--- config.mk ---
export PLATFORM = sky130hd
export DESIGN_NAME = pipe_interlock_ctrl
export DESIGN_NICKNAME = d
export VERILOG_FILES = /design/src/rtl/interlock_pkg.sv /design/src/rtl/interlock_watchdog.sv /design/src/rtl/pipe_interlock_ctrl.sv
export SDC_FILE = /design/constraint.sdc
export NUM_CORES = 1
export LEC_CHECK = 0
export ABC_AREA = 1
export BUFFER_PORTS_ARGS = -buffer_cell sky130_fd_sc_hd__buf_2
export CAP_MARGIN = 10
export CORE_ASPECT_RATIO = 0.8
export CORE_MARGIN = 2
export CORE_UTILIZATION = 30
export CTS_BUF_LIST = sky130_fd_sc_hd__clkbuf_8
export DETAILED_ROUTE_END_ITERATION = 12
export GPL_TIMING_DRIVEN = 0
export PLACE_DENSITY = 0.6
export SETUP_SLACK_MARGIN = 0.1
export SYNTH_ARGS = -nofsm -noshare
export SYNTH_HDL_FRONTEND = slang
export SYNTH_SLANG_ARGS = --single-unit
--- constraint.sdc ---
create_clock -name clk -period 1.6 [get_ports clk]
set_input_delay 0.16 -clock clk [delete_from_list [all_inputs] [get_ports clk]]
set_output_delay 0.16 -clock clk [all_outputs]
set_load 0.1 [all_outputs]
--- src/rtl/interlock_pkg.sv ---
`default_nettype none
// +--------------------------------------------------------------------+
// | Package : interlock_pkg                                            |
// | Shared state encoding and counter widths for pipe_interlock_ctrl.  |
// | Rev 1.0 : initial release                                          |
// +--------------------------------------------------------------------+
package interlock_pkg;

  // Width of the memory-wait watchdog counter.
  localparam int c_WAIT_W = 8;
  // Width of the branch flush-window counter.
  localparam int c_FL_W   = 4;

  typedef enum logic [1:0] {
    RUN     = 2'd0,
    MEMWAIT = 2'd1,
    FLUSH   = 2'd2
  } state_t;

endpackage
`default_nettype wire

--- src/rtl/interlock_watchdog.sv ---
`default_nettype none
// +--------------------------------------------------------------------+
// | Module  : interlock_watchdog                                       |
// | Counts consecutive data-memory busy cycles and raises a sticky     |
// | error once the count reaches MAX_WAIT.                             |
// | Rev 1.0 : initial release                                          |
// +--------------------------------------------------------------------+
module interlock_watchdog
  import interlock_pkg::*;
#(
  parameter int MAX_WAIT = 64
) (
  input  logic clk,
  input  logic rst_n,
  input  logic i_start,   // first busy cycle, seen from RUN
  input  logic i_count,   // further busy cycle while waiting
  input  logic i_clear,   // memory finished, wait is over
  output logic o_stall_err
);

  localparam logic [c_WAIT_W-1:0] c_MAX    = c_WAIT_W'(MAX_WAIT);
  // The error is raised on the edge that brings the count up to MAX_WAIT.
  localparam logic [c_WAIT_W-1:0] c_MAX_M1 = c_WAIT_W'(MAX_WAIT - 1);

  logic [c_WAIT_W-1:0] r_wait_cnt;
  logic                r_stall_err;

  // Busy-cycle counter with saturation and sticky error flag.
  always_ff @(posedge clk) begin
    if (!rst_n) begin
      r_wait_cnt  <= '0;
      r_stall_err <= 1'b0;
    end else if (i_start) begin
      r_wait_cnt <= {{(c_WAIT_W-1){1'b0}}, 1'b1};
    end else if (i_count) begin
      if (r_wait_cnt < c_MAX) begin
        r_wait_cnt <= r_wait_cnt + {{(c_WAIT_W-1){1'b0}}, 1'b1};
      end
      if (r_wait_cnt >= c_MAX_M1) begin
        r_stall_err <= 1'b1;
      end
    end else if (i_clear) begin
      r_wait_cnt <= '0;
    end
  end

  assign o_stall_err = r_stall_err;

endmodule
`default_nettype wire

--- src/rtl/pipe_interlock_ctrl.sv ---
`default_nettype none
// +--------------------------------------------------------------------+
// | Module  : pipe_interlock_ctrl                                      |
// | Pipeline interlock controller: per-stage hold/flush/bubble from    |
// | load-use hazards, data-memory waits and taken branches.            |
// | Optional statistics counters: define INTERLOCK_STATS_EN.           |
// | Rev 1.0 : initial release                                          |
// +--------------------------------------------------------------------+
module pipe_interlock_ctrl
  import interlock_pkg::*;
#(
  parameter int FLUSH_CYCLES = 1,
  parameter int MAX_WAIT     = 64,
  parameter int CNT_W        = 16
) (
  input  logic             clk,
  input  logic             rst_n,
  input  logic             exe_valid,
  input  logic             Reg1_EX_EXFwrd_Stall,
  input  logic             Reg2_EX_EXFwrd_Stall,
  input  logic             mem_busy,
  input  logic             br_taken,
  output logic             pc_hold,
  output logic             ifid_hold,
  output logic             idex_hold,
  output logic             exmem_hold,
  output logic             ifid_flush,
  output logic             idex_flush,
  output logic             exmem_bubble,
  output logic             stall_err,
  output logic [CNT_W-1:0] stall_cycles,
  output logic [CNT_W-1:0] flush_cycles
);

  localparam logic [c_FL_W-1:0] c_FL_RELOAD   = c_FL_W'(FLUSH_CYCLES - 1);
  // A one-cycle flush window is fully covered by the RUN-state flush.
  localparam bit                c_MULTI_FLUSH = (FLUSH_CYCLES > 1);

  state_t            r_state;
  state_t            w_state_nxt;
  logic [c_FL_W-1:0] r_fl_cnt;
  logic [c_FL_W-1:0] w_fl_cnt_nxt;
  logic              w_load_use;
  logic              w_wd_err;

  assign w_load_use = exe_valid & (Reg1_EX_EXFwrd_Stall | Reg2_EX_EXFwrd_Stall);

  // State and flush-window counter registers.
  always_ff @(posedge clk) begin
    if (!rst_n) begin
      r_state  <= RUN;
      r_fl_cnt <= '0;
    end else begin
      r_state  <= w_state_nxt;
      r_fl_cnt <= w_fl_cnt_nxt;
    end
  end

  // Next-state logic; priority is mem_busy, then br_taken, then load-use.
  always_comb begin
    w_state_nxt  = r_state;
    w_fl_cnt_nxt = r_fl_cnt;
    case (r_state)
      RUN: begin
        if (mem_busy) begin
          w_state_nxt = MEMWAIT;
        end else if (br_taken && c_MULTI_FLUSH) begin
          w_state_nxt  = FLUSH;
          w_fl_cnt_nxt = c_FL_RELOAD;
        end
      end
      MEMWAIT: begin
        if (!mem_busy) begin
          w_state_nxt = RUN;
        end
      end
      FLUSH: begin
        // A busy memory freezes the flush window in place.
        if (!mem_busy) begin
          if (br_taken) begin
            w_fl_cnt_nxt = c_FL_RELOAD;
          end else if (r_fl_cnt <= {{(c_FL_W-1){1'b0}}, 1'b1}) begin
            w_fl_cnt_nxt = '0;
            w_state_nxt  = RUN;
          end else begin
            w_fl_cnt_nxt = r_fl_cnt - {{(c_FL_W-1){1'b0}}, 1'b1};
          end
        end
      end
      default: begin
        w_state_nxt  = RUN;
        w_fl_cnt_nxt = '0;
      end
    endcase
  end

  // Mealy output decode; everything is held low while reset is asserted.
  always_comb begin
    pc_hold      = 1'b0;
    ifid_hold    = 1'b0;
    idex_hold    = 1'b0;
    exmem_hold   = 1'b0;
    ifid_flush   = 1'b0;
    idex_flush   = 1'b0;
    exmem_bubble = 1'b0;
    stall_err    = rst_n & w_wd_err;
    if (rst_n) begin
      case (r_state)
        RUN: begin
          if (mem_busy) begin
            pc_hold    = 1'b1;
            ifid_hold  = 1'b1;
            idex_hold  = 1'b1;
            exmem_hold = 1'b1;
          end else if (br_taken) begin
            ifid_flush = 1'b1;
            idex_flush = 1'b1;
          end else if (w_load_use) begin
            pc_hold      = 1'b1;
            ifid_hold    = 1'b1;
            idex_hold    = 1'b1;
            exmem_bubble = 1'b1;
          end
        end
        MEMWAIT: begin
          if (mem_busy) begin
            pc_hold    = 1'b1;
            ifid_hold  = 1'b1;
            idex_hold  = 1'b1;
            exmem_hold = 1'b1;
          end
        end
        FLUSH: begin
          // IF/ID may see hold and flush together here; the flush wins.
          ifid_flush = 1'b1;
          if (mem_busy) begin
            pc_hold    = 1'b1;
            ifid_hold  = 1'b1;
            idex_hold  = 1'b1;
            exmem_hold = 1'b1;
          end
        end
        default: begin
          pc_hold = 1'b0;
        end
      endcase
    end
  end

  interlock_watchdog #(
    .MAX_WAIT (MAX_WAIT)
  ) u_watchdog (
    .clk         (clk),
    .rst_n       (rst_n),
    .i_start     ((r_state == RUN) & mem_busy),
    .i_count     ((r_state == MEMWAIT) & mem_busy),
    .i_clear     ((r_state == MEMWAIT) & ~mem_busy),
    .o_stall_err (w_wd_err)
  );

`ifdef INTERLOCK_STATS_EN
  localparam logic [CNT_W-1:0] c_CNT_MAX = '1;
  localparam logic [CNT_W-1:0] c_CNT_ONE = {{(CNT_W-1){1'b0}}, 1'b1};

  logic [CNT_W-1:0] r_stall_cnt;
  logic [CNT_W-1:0] r_flush_cnt;

  // Saturating counts of stall (PC held) and flush (IF/ID flushed) cycles.
  always_ff @(posedge clk) begin
    if (!rst_n) begin
      r_stall_cnt <= '0;
      r_flush_cnt <= '0;
    end else begin
      if (pc_hold && (r_stall_cnt != c_CNT_MAX)) begin
        r_stall_cnt <= r_stall_cnt + c_CNT_ONE;
      end
      if (ifid_flush && (r_flush_cnt != c_CNT_MAX)) begin
        r_flush_cnt <= r_flush_cnt + c_CNT_ONE;
      end
    end
  end

  assign stall_cycles = r_stall_cnt;
  assign flush_cycles = r_flush_cnt;
`else
  assign stall_cycles = '0;
  assign flush_cycles = '0;
`endif

endmodule
`default_nettype wire

-- Word-level counts from Yosys, hierarchy flattened
Cells that the tools add are included.
W data, S select, Z words.
- bits in registers: 15
- input bits: 7
- output and inout port bits: 40
- logic and storage cells: 72
- add/subtract/negate cells: 2
- $lt $le $gt $ge: 3
- equal/unequal tests: 9
- multiplexer cells: 31
- bitwise gates (word level): 10
- reduce and logical (&&, ||, !) cells: 12
- operators by type and width (kind ; count):
    $mux W8 ; 3
    $mux W1 ; 16
    $mux W4 ; 3
    $ne A2 B2 Y1 const B ; 6
    $mux W2 ; 5
    $add A8 B1 Y8 const B ; 1
    $ge A8 B6 Y1 const B ; 1
    $lt A8 B7 Y1 const B ; 1
    $pmux W4 S2 ; 1
    $pmux W2 S3 ; 1
    $reduce_and A2 Y1 ; 3
    $reduce_or A2 Y1 ; 3
    $and A1 B1 Y1 ; 5
    $reduce_and A5 Y1 ; 1
    $le A4 B1 Y1 const B ; 1
    $not A1 Y1 ; 4
    $pmux W1 S2 ; 2
    $sub A4 B1 Y4 const B ; 1
    $ne A3 B2 Y1 const B ; 1
    $reduce_and A3 Y1 ; 1
    $reduce_bool A3 Y1 ; 1
    $reduce_or A3 Y1 ; 1
    $eq A2 B1 Y1 const B ; 1
    $eq A2 B2 Y1 const B ; 1
    other kinds (3) ; 3

-- Depth between registers and ports, before layout
- depth in word-level cells: 7
- mapped depth: 8
- depth with buffers taken out: 8

-- Modules after synthesis
Synthesis repeated with hierarchy kept, for this count alone.
- cells, all modules: 123
- area, all modules: 872.1 sq um
- by module, submodules not included (module ; instances ; cells an instance ; area each (sq um) ; seq. area each (sq um)):
    interlock_watchdog ; 1 ; 60 ; 455.4 ; 180.2
    pipe_interlock_ctrl ; 1 ; 63 ; 416.6 ; 20.0

-- Least setup slack after synthesis
No wires, ideal clock.
- path kind: reg-to-output
- start: register r_state[0]
- end: output ifid_flush
- arrival time: 3.342 ns
- data required time: 1.440 ns
- setup slack: -1.902 ns
- cell stages (with the launch flop): 5
- buffers on the path: 1
- path through: dfxtp_1 inv_1 nand2_1 nor3b_1 buf_4
- word-level cells in the longest chain between the ends: 3
- elaborated cells between the ends (all ways): 4
- classes of those cells: eq/ne: 1; mux: 2; reduce/logical: 1
- RTL lines (what ; RTL line ; source):
    from (decl) ; pipe_interlock_ctrl.sv:39 ; state_t r_state;
    from (signal assigned) ; pipe_interlock_ctrl.sv:54 ; r_state <= w_state_nxt;
    $eq A2 B2 Y1 / $logic_not A2 Y1 (equally long branches) ; pipe_interlock_ctrl.sv:108 ; case (r_state)
    $pmux W1 S2 * ; pipe_interlock_ctrl.sv:108 ;
    $mux W1 * ; pipe_interlock_ctrl.sv:107 ; if (rst_n) begin
    to (decl) ; pipe_interlock_ctrl.sv:27 ; output logic ifid_flush,
Mark *: on every way between the ends. The rest lies on a longest branch, timed or not.

-- Worst setup path in the final report
- start: register r_state[0]
- end: output idex_flush
- word-level cells in the longest chain between the ends: 3
- RTL lines (what ; RTL line ; source):
    $logic_not A2 Y1 ; pipe_interlock_ctrl.sv:108 ;
    $mux W1 ; pipe_interlock_ctrl.sv:108 ;
    $mux W1 ; pipe_interlock_ctrl.sv:107 ;
    to (decl) ; pipe_interlock_ctrl.sv:28 ; output logic idex_flush,
No other way between the ends.

==> results.sh <==
export IMPL_drive_above_1_share_pct=42.4
export IMPL_core_area_mm2=0.00277
export IMPL_synth_area_mux_share_pct=0
export IMPL_fin_area_mm2=0.00125
export IMPL_grt_overflow=0
export IMPL_place_inst=204
export IMPL_crit_slowest_cell="dfxtp_4"
export IMPL_ir_drop_mv=0.449
export IMPL_rr_endpoint="u_watchdog.r_wait_cnt[2]"
export IMPL_numCtsBuffers=3
export IMPL_ant_nets=0
export IMPL_pin_count=47
export IMPL_fin_crit_ns=1.48
export IMPL_final_cell_mix="buf_4 (35), conb_1 (32), nand2_1 (16)"
export IMPL_clkPwrFrac_pct=19.6
export IMPL_hpwl_um=1250
export IMPL_worstSetupStartpointType="flop"
export IMPL_rsz0062_at_grt="yes"
export IMPL_fin_crit_sh_pct=92.6
export IMPL_fin_cells=208
export IMPL_die_w_um=64.5
export IMPL_crit_type="reg -> out"
export IMPL_required_ns=1.44
export IMPL_synth_cell_type_count=22
export IMPL_hold_buffers=0
export IMPL_path_clk_slew_ns=0.05
export IMPL_num_vias=721
export IMPL_die_area_mm2=0.00337
export IMPL_place_congestion=0.764
export IMPL_clock_sinks=10
export IMPL_seq_area_um2=204
export IMPL_drc=0
export IMPL_first_pass_iters=4
export IMPL_cpPeakStageDelay_ns=0.38
export IMPL_cp_num_buf_inv=2
export IMPL_cts_root_buf="clkbuf_8"
export IMPL_synth_avg_cell_area_um2=7.25
export IMPL_syn_to_final_growth_pct=42.5
export IMPL_start_util_pct=31.7
export IMPL_skew_ns=0.0105
export IMPL_synth_top_family_by_area="buffers and inverters"
export IMPL_fillers=271
export IMPL_n_antenna_cell=0
export IMPL_wl_per_cell_um=7.10
export IMPL_grt_max_degree=11
export IMPL_hold_depth=3
export IMPL_routed_wl_um=1480
export IMPL_grtUsageTotal_pct=9.16
export IMPL_drt_iter0_markers=25
export IMPL_hold_start="rst_n"
export IMPL_p_int_mw=0.635
export IMPL_mostFrequentLayoutCell="buf_4"
export IMPL_switchingPower_mw=0.751
export IMPL_insertion_delay_ns=0.24
export IMPL_switching_share_pct=54.2
export IMPL_worst_setup_path_end_kind="primary output"
export IMPL_clockBufferDepth=2
export IMPL_fp_dieH_um=52.4
export IMPL_port_buffer_count=14
export IMPL_synthAdderAreaFrac_pct=5.71
export IMPL_num_rows=17
export IMPL_synthXorXnorAreaFrac_pct=0.999
export IMPL_synth_compound_area_share_pct=5.56
export IMPL_p_per_area_mw_per_mm2=1110
export IMPL_syn_cell_area_um2=877
export IMPL_syn_instance_count=121
export IMPL_cts_tree="built"
export IMPL_grt_first_pass_wirelength_um=2350
export IMPL_crit_chain="inv_4 > nand2_4 > nor3b_4 > buf_4"
export IMPL_ff2ff_path_depth=6
export IMPL_multi_input_area_um2=510
export IMPL_seqPwrFrac_pct=22.6
export IMPL_cp_arrival_ns=1.32
export IMPL_antenna_found_initial=0
export IMPL_placed_area_mm2=0.00118
export IMPL_min_path_type="in -> reg"
export IMPL_combPwrFrac_pct=57.8
export IMPL_critPathMaxFanout=6
export IMPL_max_clock_freq_mhz=675
export IMPL_whs_endpoint="u_watchdog.r_wait_cnt[0]"
export IMPL_yosysWarnings=0
export IMPL_finalHoldViolations=0
export IMPL_rr_startpoint="r_state[0]"
export IMPL_grt_pass1_vias=565
export IMPL_yosys_area_share_simple_pct=28.5
export IMPL_finalSetupViolations=0
export IMPL_max_cap_violations=0
export IMPL_outcome="completed"
export IMPL_nets=182
export IMPL_regToRegSetupSlack_ns=0.34
export IMPL_drv_slew=0
export IMPL_via_per_inst=3.47
export IMPL_critPathTopFamily="buffers and inverters"
export IMPL_ys_seq_elements=10
export IMPL_htreeDepth=1
export IMPL_p_leak_nw=0.676
export IMPL_yosysSeqAreaShare_pct=22.8
==> cells in the mapped netlist <==
cell type / number / area (um2)
buf_4: 35 / 263
nand2_1: 17 / 63.8
dfxtp_1: 10 / 200
inv_1: 10 / 37.5
nand3_1: 9 / 45.0
nor2_1: 9 / 33.8
a21oi_1: 6 / 30.0
ha_1: 4 / 50.1
inv_2: 3 / 11.3
nand2_2: 2 / 12.5
nand2_4: 2 / 22.5
nor2_2: 2 / 12.5
nor2_4: 2 / 22.5
o21ai_0: 2 / 10.0
a21oi_2: 1 / 8.76
clkinv_1: 1 / 3.75
conb_1: 1 / 3.75
nand3_2: 1 / 10.0
nand3b_1: 1 / 7.51
nor3b_1: 1 / 7.51
nor3b_2: 1 / 12.5
xor2_1: 1 / 8.76
==> cell families after synthesis <==
logic type | Yosys count
AOI/OAI and AO/OA | 9
xor gates and xnor gates | 1
adders and majority gates | 4
buffers and inverters | 49
DFF | 10
other | 1
and+or+nand+nor | 47
==> state kept, by name, indices dropped and copies added (netlist names) <==
signal	cells
u_watchdog.o_stall_err	1
r_state	1
u_watchdog.r_wait_cnt	8
==> through the flow <==
stage / power, mW / setup TNS, ns / worst slack, ns / hold WS (ns) / util [%]
finish: 1.39 / 0 / 0.119 / 0.211 / 45.2
global route: 1.46 / 0 / 0.0705 / 0.219 / 45.2
CTS: 1.39 / 0 / 0.0819 / 0.200 / 45.0
detailed placement: 1.11 / 0 / 0.150 / 0.439 / 42.8
global placement: 1.10 / 0 / 0.178 / 0.431 / 42.8
floorplan: 1.05 / -0.228 / -0.228 / 0.281 / -
==> per-layer routing <==
metal  wire, um  track usage (%)  share of wire (%)  up-vias
li1           -                -                  -      408
met1        687             11.4                 47      284
met2        651             13.9                 44       27
met3        123             2.37                8.3        2
met4         14             6.38               0.95        0
met5          0                0                  0        -
==> power groups by stage <==
stage | registers (mW) | logic [mW] | clock network, mW
after floorplan | 0.312 | 0.735 | 0
after global placement | 0.317 | 0.783 | 0
after detailed placement | 0.319 | 0.786 | 0
after CTS | 0.314 | 0.798 | 0.282
after global routing | 0.319 | 0.838 | 0.300
final | 0.314 | 0.801 | 0.271
==> worst reg2reg max path, delay by kind of cell, from the launching register on <==
family          cells  cell delay [ns]
simple gates        3             0.24
compound gates      1             0.15
fa+ha+maj           1             0.28
flops               1             0.40
buf+inv             1             0.08
==> cell type report <==
type	instances	area share, %
Timing Repair Buffer	14	7.41
Inverter	14	4.40
Buffer	35	23.6
Clock inverter	1	0.300
Multi-Input combinational cell	93	40.8
Tap cell	38	3.80
Sequential cell	10	16.3
Clock buffer	3	3.30
==> worst max path at each step <==
stage	from	end	slack, ns	depth (start not counted)
final	r_state[0]	idex_flush	0.12	4
after global routing	r_state[0]	idex_flush	0.07	4
after CTS	r_state[0]	idex_flush	0.08	4
after detailed placement	Reg2_EX_EXFwrd_Stall	pc_hold	0.15	7
after global placement	r_state[0]	ifid_flush	0.18	5
after floorplan	r_state[0]	ifid_flush	-0.23	4
==> repair_timing <==
item	4_1_cts	5_1_grt
pin swaps	0	1
setup endpoints to repair	4	2
gates resized for setup	6	1
buffers inserted	0	0
No activity file was read; power rests on OpenSTA's default activity.
